### src/rtl/gv_pkg.sv
// Shared types for the game-view blocks: game modes, feeder FSM states and song geometry.
package gv_pkg;

   typedef enum logic [2:0] {
      MODE_IDLE   = 3'd0,
      MODE_DIFF   = 3'd1,
      MODE_PLAY   = 3'd2,
      MODE_PAUSE  = 3'd3,
      MODE_RESULT = 3'd4
   } mode_t;

   typedef enum logic [1:0] {
      IDLE,
      LEADIN,
      PLAY,
      DONE
   } feed_state_t;

   localparam int unsigned SONG_LEN = 32;
   localparam int unsigned PERIOD_W = 23;

   function automatic logic [PERIOD_W-1:0] clamp_period(input logic [PERIOD_W-1:0] req,
                                                        input logic [PERIOD_W-1:0] floor_val);
      return (req < floor_val) ? floor_val : req;
   endfunction

endpackage

### src/rtl/beat_timer.sv
// Beat period counter: counts 0..period-1 while running and raises a registered one-cycle tick
// on the last count. tick_next_o is the value tick_o will take after the next edge.
module beat_timer
   import gv_pkg::*;
(
   input  logic                clk,
   input  logic                n_rst,
   input  logic                clear_i,
   input  logic                run_i,
   input  logic [PERIOD_W-1:0] period_i,
   output logic                tick_o,
   output logic                tick_next_o
);

   localparam logic [PERIOD_W-1:0] One = PERIOD_W'(1);

   logic [PERIOD_W-1:0] cnt_q, cnt_d;
   logic                tick_q, tick_d;

   always_comb begin
      cnt_d  = cnt_q;
      tick_d = 1'b0;
      if (clear_i) begin
         cnt_d = '0;
      end else if (tick_q) begin
         // A strobe always finishes its wrap, so a freeze starting on it lands at count 0.
         cnt_d = '0;
      end else if (run_i) begin
         cnt_d  = cnt_q + One;
         tick_d = (cnt_d == period_i - One);
      end
   end

   always_ff @(posedge clk or negedge n_rst) begin
      if (!n_rst) begin
         cnt_q  <= '0;
         tick_q <= 1'b0;
      end else begin
         cnt_q  <= cnt_d;
         tick_q <= tick_d;
      end
   end

   assign tick_o      = tick_q;
   assign tick_next_o = tick_d;

endmodule

### src/rtl/note_feeder.sv
// Song note feeder: latches two 32-note tracks and a beat period on PLAY, counts in, then plays
// one note per beat on two lanes, with pause/abort handling and a song-complete pulse.
module note_feeder
   import gv_pkg::*;
#(
   parameter int unsigned LEADIN_BEATS = 4,
   parameter int unsigned MIN_PERIOD   = 16
) (
   input  logic        clk,
   input  logic        n_rst,
   input  logic [2:0]  mode,
   input  logic [22:0] diff_speed,
   input  logic [31:0] notes1,
   input  logic [31:0] notes2,
   output logic        beat_clk,
   output logic        note_valid,
   output logic        lane1_note,
   output logic        lane2_note,
   output logic [4:0]  beat_idx,
   output logic        song_done
);

   localparam int unsigned         LeadW     = (LEADIN_BEATS > 1) ? $clog2(LEADIN_BEATS) : 1;
   localparam logic [LeadW-1:0]    LeadLast  = LeadW'(LEADIN_BEATS - 1);
   localparam logic [LeadW-1:0]    LeadOne   = LeadW'(1);
   localparam logic [5:0]          IdxEnd    = 6'(SONG_LEN);
   localparam logic [PERIOD_W-1:0] MinPeriod = PERIOD_W'(MIN_PERIOD);

   feed_state_t         state_q, state_d;
   logic [31:0]         trk1_q, trk1_d, trk2_q, trk2_d;
   logic [PERIOD_W-1:0] period_q, period_d;
   logic [LeadW-1:0]    lead_q, lead_d;
   logic [5:0]          idx_q, idx_d;
   logic                armed_q, armed_d;
   logic                beat_q, beat_d;
   logic                valid_q, valid_d;
   logic                lane1_q, lane1_d, lane2_q, lane2_d;
   logic                done_q, done_d;

   logic       tick, tick_next;
   logic       is_play, is_pause, active, abort;
   logic       timer_clear, timer_run;
   logic [4:0] bit_sel;

   beat_timer u_timer (
      .clk         (clk),
      .n_rst       (n_rst),
      .clear_i     (timer_clear),
      .run_i       (timer_run),
      .period_i    (period_q),
      .tick_o      (tick),
      .tick_next_o (tick_next)
   );

   always_comb begin
      is_play     = (mode == MODE_PLAY);
      is_pause    = (mode == MODE_PAUSE);
      active      = (state_q == LEADIN) || (state_q == PLAY);
      abort       = active && !is_play && !is_pause;
      timer_clear = !active || abort;
      timer_run   = active && is_play;
      bit_sel     = 5'd31 - idx_q[4:0];

      state_d  = state_q;
      trk1_d   = trk1_q;
      trk2_d   = trk2_q;
      period_d = period_q;
      lead_d   = lead_q;
      idx_d    = idx_q;
      valid_d  = valid_q;
      lane1_d  = lane1_q;
      lane2_d  = lane2_q;
      done_d   = 1'b0;
      // A start needs mode to have left PLAY first, so reset or a held PLAY never auto-replays.
      armed_d  = is_play ? armed_q : 1'b1;

      case (state_q)
         IDLE: begin
            if (is_play && armed_q) begin
               state_d  = LEADIN;
               trk1_d   = notes1;
               trk2_d   = notes2;
               period_d = clamp_period(diff_speed, MinPeriod);
               lead_d   = '0;
               idx_d    = '0;
               valid_d  = 1'b0;
               lane1_d  = 1'b0;
               lane2_d  = 1'b0;
               armed_d  = 1'b0;
            end
         end
         LEADIN: begin
            if (tick) begin
               if (lead_q == LeadLast) begin
                  state_d = PLAY;
                  lead_d  = '0;
               end else begin
                  lead_d = lead_q + LeadOne;
               end
            end
         end
         PLAY: begin
            if (tick) begin
               if (idx_q == IdxEnd) begin
                  state_d = DONE;
                  done_d  = 1'b1;
                  valid_d = 1'b0;
                  lane1_d = 1'b0;
                  lane2_d = 1'b0;
               end else begin
                  idx_d = idx_q + 6'd1;
               end
            end
            if (tick_next && (idx_q != IdxEnd)) begin
               valid_d = 1'b1;
               lane1_d = trk1_q[bit_sel];
               lane2_d = trk2_q[bit_sel];
            end
         end
         DONE: begin
            if (!is_play) begin
               state_d = IDLE;
            end
         end
         default: state_d = IDLE;
      endcase

      if (abort) begin
         state_d = IDLE;
         lead_d  = '0;
         idx_d   = '0;
         valid_d = 1'b0;
         lane1_d = 1'b0;
         lane2_d = 1'b0;
         done_d  = 1'b0;
      end

      // The beat after the last note becomes the song-done cycle rather than a strobe.
      beat_d = tick_next && (idx_d != IdxEnd);
   end

   always_ff @(posedge clk or negedge n_rst) begin
      if (!n_rst) begin
         state_q  <= IDLE;
         trk1_q   <= '0;
         trk2_q   <= '0;
         period_q <= '0;
         lead_q   <= '0;
         idx_q    <= '0;
         armed_q  <= 1'b0;
         beat_q   <= 1'b0;
         valid_q  <= 1'b0;
         lane1_q  <= 1'b0;
         lane2_q  <= 1'b0;
         done_q   <= 1'b0;
      end else begin
         state_q  <= state_d;
         trk1_q   <= trk1_d;
         trk2_q   <= trk2_d;
         period_q <= period_d;
         lead_q   <= lead_d;
         idx_q    <= idx_d;
         armed_q  <= armed_d;
         beat_q   <= beat_d;
         valid_q  <= valid_d;
         lane1_q  <= lane1_d;
         lane2_q  <= lane2_d;
         done_q   <= done_d;
      end
   end

   assign beat_clk   = beat_q;
   assign note_valid = valid_q;
   assign lane1_note = lane1_q;
   assign lane2_note = lane2_q;
   assign song_done  = done_q;
   assign beat_idx   = (idx_q == IdxEnd) ? 5'd31 : idx_q[4:0];

endmodule

### config.mk
export PLATFORM = sky130hd
export DESIGN_NAME = note_feeder
export DESIGN_NICKNAME = d
export VERILOG_FILES = /design/src/rtl/gv_pkg.sv /design/src/rtl/beat_timer.sv /design/src/rtl/note_feeder.sv
export SDC_FILE = /design/constraint.sdc
export NUM_CORES = 1
export LEC_CHECK = 0
export CELL_PAD_IN_SITES_DETAIL_PLACEMENT = 0
export CELL_PAD_IN_SITES_GLOBAL_PLACEMENT = 2
export CORE_MARGIN = 2
export CORE_UTILIZATION = 39
export DETAILED_ROUTE_END_ITERATION = 10
export GPL_TIMING_DRIVEN = 1
export PLACE_DENSITY_LB_ADDON = 0.12
export REMOVE_ABC_BUFFERS = 1
export SYNTH_ARGS = -nofsm -noshare
export SYNTH_HDL_FRONTEND = slang
export SYNTH_HIERARCHICAL = 1
export SYNTH_SLANG_ARGS = --single-unit
export TNS_END_PERCENT = 20
### constraint.sdc
create_clock -name clk -period 8.9 [get_ports clk]
set_input_delay 1.78 -clock clk [delete_from_list [all_inputs] [get_ports clk]]
set_output_delay 1.78 -clock clk [all_outputs]
set_load 0.005 [all_outputs]
==> results <==
- The area of the die is 0.0194 mm².
- The worst setup path is launched from a primary input.
- The number of clock sinks is 127.
- The final weighted congestion in routability-driven placement is 0.797.
- The H-tree was split into 4 levels.
- The maximum fanout count along the critical path is 24.
- The power density over the cells is between 200 and 300 mW/mm².
- For this configuration, the core starts out at a cell density of about two fifths.
- The start-to-end type of the worst setup path is in -> reg.
- The leading register cell type out of synthesis is dfrtp_1.
- dfrtp_1 is the most common cell in the netlist.
- The transition time at the pin with the least slew margin is 934 ps.
- The clock reaches the later pin of the worst-skew pair after 430 ps.
- After layout, the design draws a total of roughly 2300 µW.
- Dividing the detail-routed wire length by the instance count gives 18.3 µm.
- The number of antenna violations at the first check in global routing is 0.
- The number of antenna repair diodes is 0.
- The number of routed nets with antenna violations is 0.
- For this run, the total global-route usage over all layers was measured as roughly a fifth.
- The final hold violation count is 0.
- Ranked by instance count, the synthesized netlist is headed by dfrtp_1 (127), mux2_2 (83), xnor2_1 (50), nor2_1 (48), nand2_1 (36).
- Setup repair after global routing left no endpoint under its margin.
- Yosys printed 6 warnings.
- The number of remaining DRC errors is 0.
- Of the available clock period, the critical path in the final layout requires between 50 and 60%.
- The first detailed-routing pass ran for 4 iterations.
- STA puts the critical path data required time at between 9000 and 10,000 ps.
- Buffers inserted to repair hold after CTS numbered 0.
- The number of cells produced by synthesis is 639.
- Entering global routing, the biggest net connects 73 pins.
- The total wire length after detailed routing is 17,700 µm.
- The final-layout setup total negative slack is 0 ps.
- STA classifies the critical path endpoint as a register.
- The total area inside the core boundary comes to 0.0180 mm².
- The kind of cell with the highest combined delay along the critical path is simple AND/OR/NAND/NOR gates.
- In the routed layout, each cell is associated on average with a via count of 5.32.
- The via count of the first global-routing pass is 5,578.
- Derived from the worst setup path, the maximum achievable clock frequency is 210 MHz.
- At the end of the flow, the number of nets in the layout was roughly 830.
- Walking the worst path, the cells encountered are clkdlybuf4s50_1, nand3b_1, or2_2, nor4_1, nand4_1, nor4_1, o2111ai_1, a2111oi_2, a21boi_0, o21a_1, a32o_1.
- Post-CTS repair changed the size of 0 cells.
- The post-DP HPWL is 12,800 µm.
- The top cell type by area accounts for 44.6% of the synthesized area.
- The synthesized design spends more area on one cell type than any other, namely dfrtp_1.
- Summing every instance area after synthesis gives 0.00712 mm².
- After clock tree synthesis, the clock-pin slew on the worst setup and hold paths is approximately 60 ps.
- The total via count in the routed design is 5,141.
- The peak supply drop is approximately 0.00019 V.
- The maximum root-to-sink buffer count is 2.
- After filler insertion, the fill cell instance count of the layout stands at 1,631.
- The first global-routing pass estimated 29,200 µm of wire.
- The delay of the slowest cell on the worst path is 500 ps.
- Clock tree synthesis selected as its root buffer the cell clkbuf_16.
- The count of flip-flops with a built-in enable after synthesis is 0.
- The area growth from synthesis to layout is 23.8%.
- The clock tree skew after final layout is 8.41 ps.
- The library cell contributing the largest single delay on the critical path is or2_2.
- The share of cells above drive strength 1 is 19.3%.
- The number of synthesized register bits is 127.
- Counting both buffers and inverters, the worst setup path holds a total of 1.
- The clock tree from TritonCTS is yes.
- The leakage power is between 0.003 and 0.004 µW.
- The final design area excluding fillers is 0.00882 mm².
- The initial DRC count is 254.
- The average footprint of a synthesized cell is between 10 and 15 µm².
- The die extent in x is 139 µm.
- The number of setup violations in the final report is 0.
- The floorplan step set the die height to 139 µm.
- The cell that appears most often on the critical path is nor4_1.
- After global routing the overflow that remains totals 0.
- The unique cell type count in the Yosys netlist is 68.
- The post-CTS repair timing setup buffer count is 0.
- Across the run, the number of max-cap violations was 0.
- In this run the count of I/O pins placed on the die edge is 102.
- The worst path needs 4770 ps of the cycle, external delays included.
- Data on the critical path arrives at its endpoint at 5080 ps.
- Measured against its own limit, the worst slew margin works out to 37.7%.
- The number of clock buffers added by TritonCTS is 17.
- The total cell area at the placement stage is 0.00823 mm².
- Buffers placed on the I/O ports in this run total a little over 100.
- The kind of path behind the tightest hold check is reg -> reg.
- By area the synthesized netlist is led by dfrtp_1 (45%), mux2_2 (13%), xnor2_1 (6.1%).
- The standard-cell row count is slightly below 50.
- The run finished with clean final reports.
- The sequential share of the synthesized area is 44.6%.
- In the synthesized netlist the async set-or-reset flop fraction comes to 100%.
- The final max-slew violation count came to 0.
==> placed cells by master, fill, tap and decap left out, types with 5 or more instances in the layout <==
| master | count |
|---|---|
| dfrtp_1 | 126 |
| clkdlybuf4s50_1 | 100 |
| mux2_2 | 83 |
| xnor2_1 | 50 |
| nor2_1 | 48 |
| nand2_1 | 36 |
| xor2_1 | 29 |
| mux2i_1 | 21 |
| nor4_1 | 18 |
| inv_1 | 17 |
| clkbuf_16 | 17 |
| nor3_1 | 16 |
| nand4_1 | 14 |
| nand3_1 | 14 |
| o21ai_0 | 11 |
| ha_1 | 11 |
| a21oi_1 | 8 |
| mux4_2 | 8 |
| a221oi_1 | 6 |
| inv_6 | 6 |
| inv_8 | 6 |
| nor2b_1 | 5 |
| a22oi_1 | 5 |
| a31oi_1 | 5 |
| or3_1 | 5 |
==> cells by family after synthesis <==
| kind of cell | after synthesis | synth area share (%) |
|---|---|---|
| AND/OR/NAND/NOR | 187 | 13.7 |
| AO/OA/AOI/OAI | 67 | 7.22 |
| multiplexers | 112 | 18.6 |
| buffers and inverters | 55 | 4.00 |
| flip-flops | 127 | 44.6 |
| XOR/XNOR | 80 | 9.94 |
| adder cells (fa/ha/maj) | 11 | 1.93 |
==> cell type report <==
class	instances	area (µm²)	area share (%)
multi-input cells	457	3670	41.6
flip-flops and latches	127	3180	36.0
repair buffers	104	1030	11.7
clock buffers	17	425	4.82
well taps	229	287	3.25
clock inverters	15	163	1.84
inverters	17	63.8	0.723
==> worst register-to-register path: cells and delay by family, from the launching register on <==
family / cells / cell delay, ps
adder cells (fa/ha/maj): 1 / 190
buffers and inverters: 1 / 80
flip-flops: 1 / 440
AO/OA/AOI/OAI: 6 / 1620
AND/OR/NAND/NOR: 3 / 1510
==> stage by stage <==
step	std cells	setup slack, ps	hold slack [ps]	utilization, %
final	966	4130	504	49.1
after detailed placement	934	3670	490	45.8
after CTS	966	4120	506	49.1
after global routing	966	3820	517	49.1
after global placement	934	3780	478	45.8
after floorplan	601	3760	474	-
==> per-layer routing <==
metal | share of wire, % | global-route usage, % | wire [µm]
met2 | 50 | 32.2 | 8860
met3 | 4.7 | 6.39 | 840
met4 | 1.8 | 6.38 | 320
met5 | 0 | 0 | 0
met1 | 43 | 23.6 | 7680
==> worst paths after layout <==
kind / startpoint / end / slack (ps) / cells past startpoint
max in group asynchronous: n_rst / idx_q[0] / 6060 / 2
max reg2reg: period_q[0] / lane1_note / 4950 / 11
min: trk1_q[10] / trk1_q[10] / 500 / 1
min reg2reg: trk1_q[10] / trk1_q[10] / 500 / 1
max: mode[2] / lane1_note / 4130 / 11
min in group asynchronous: n_rst / period_q[7] / 1490 / 1
==> power by group <==
group	internal [µW]	switching, µW
clock network	400	297
registers	781	156
logic	394	313
total	1570	766
==> state kept, by name (all words and copies together), names as in the netlist <==
register,cells
note_valid,1
period_q,23
lane2_note,1
lane1_note,1
armed_q,1
trk2_q,32
u_timer/tick_o,1
idx_q,6
trk1_q,32
song_done,1
state_q,2
beat_clk,1
u_timer/cnt_q,23
lead_q,2
No activity file was read; power rests on OpenSTA's default activity.
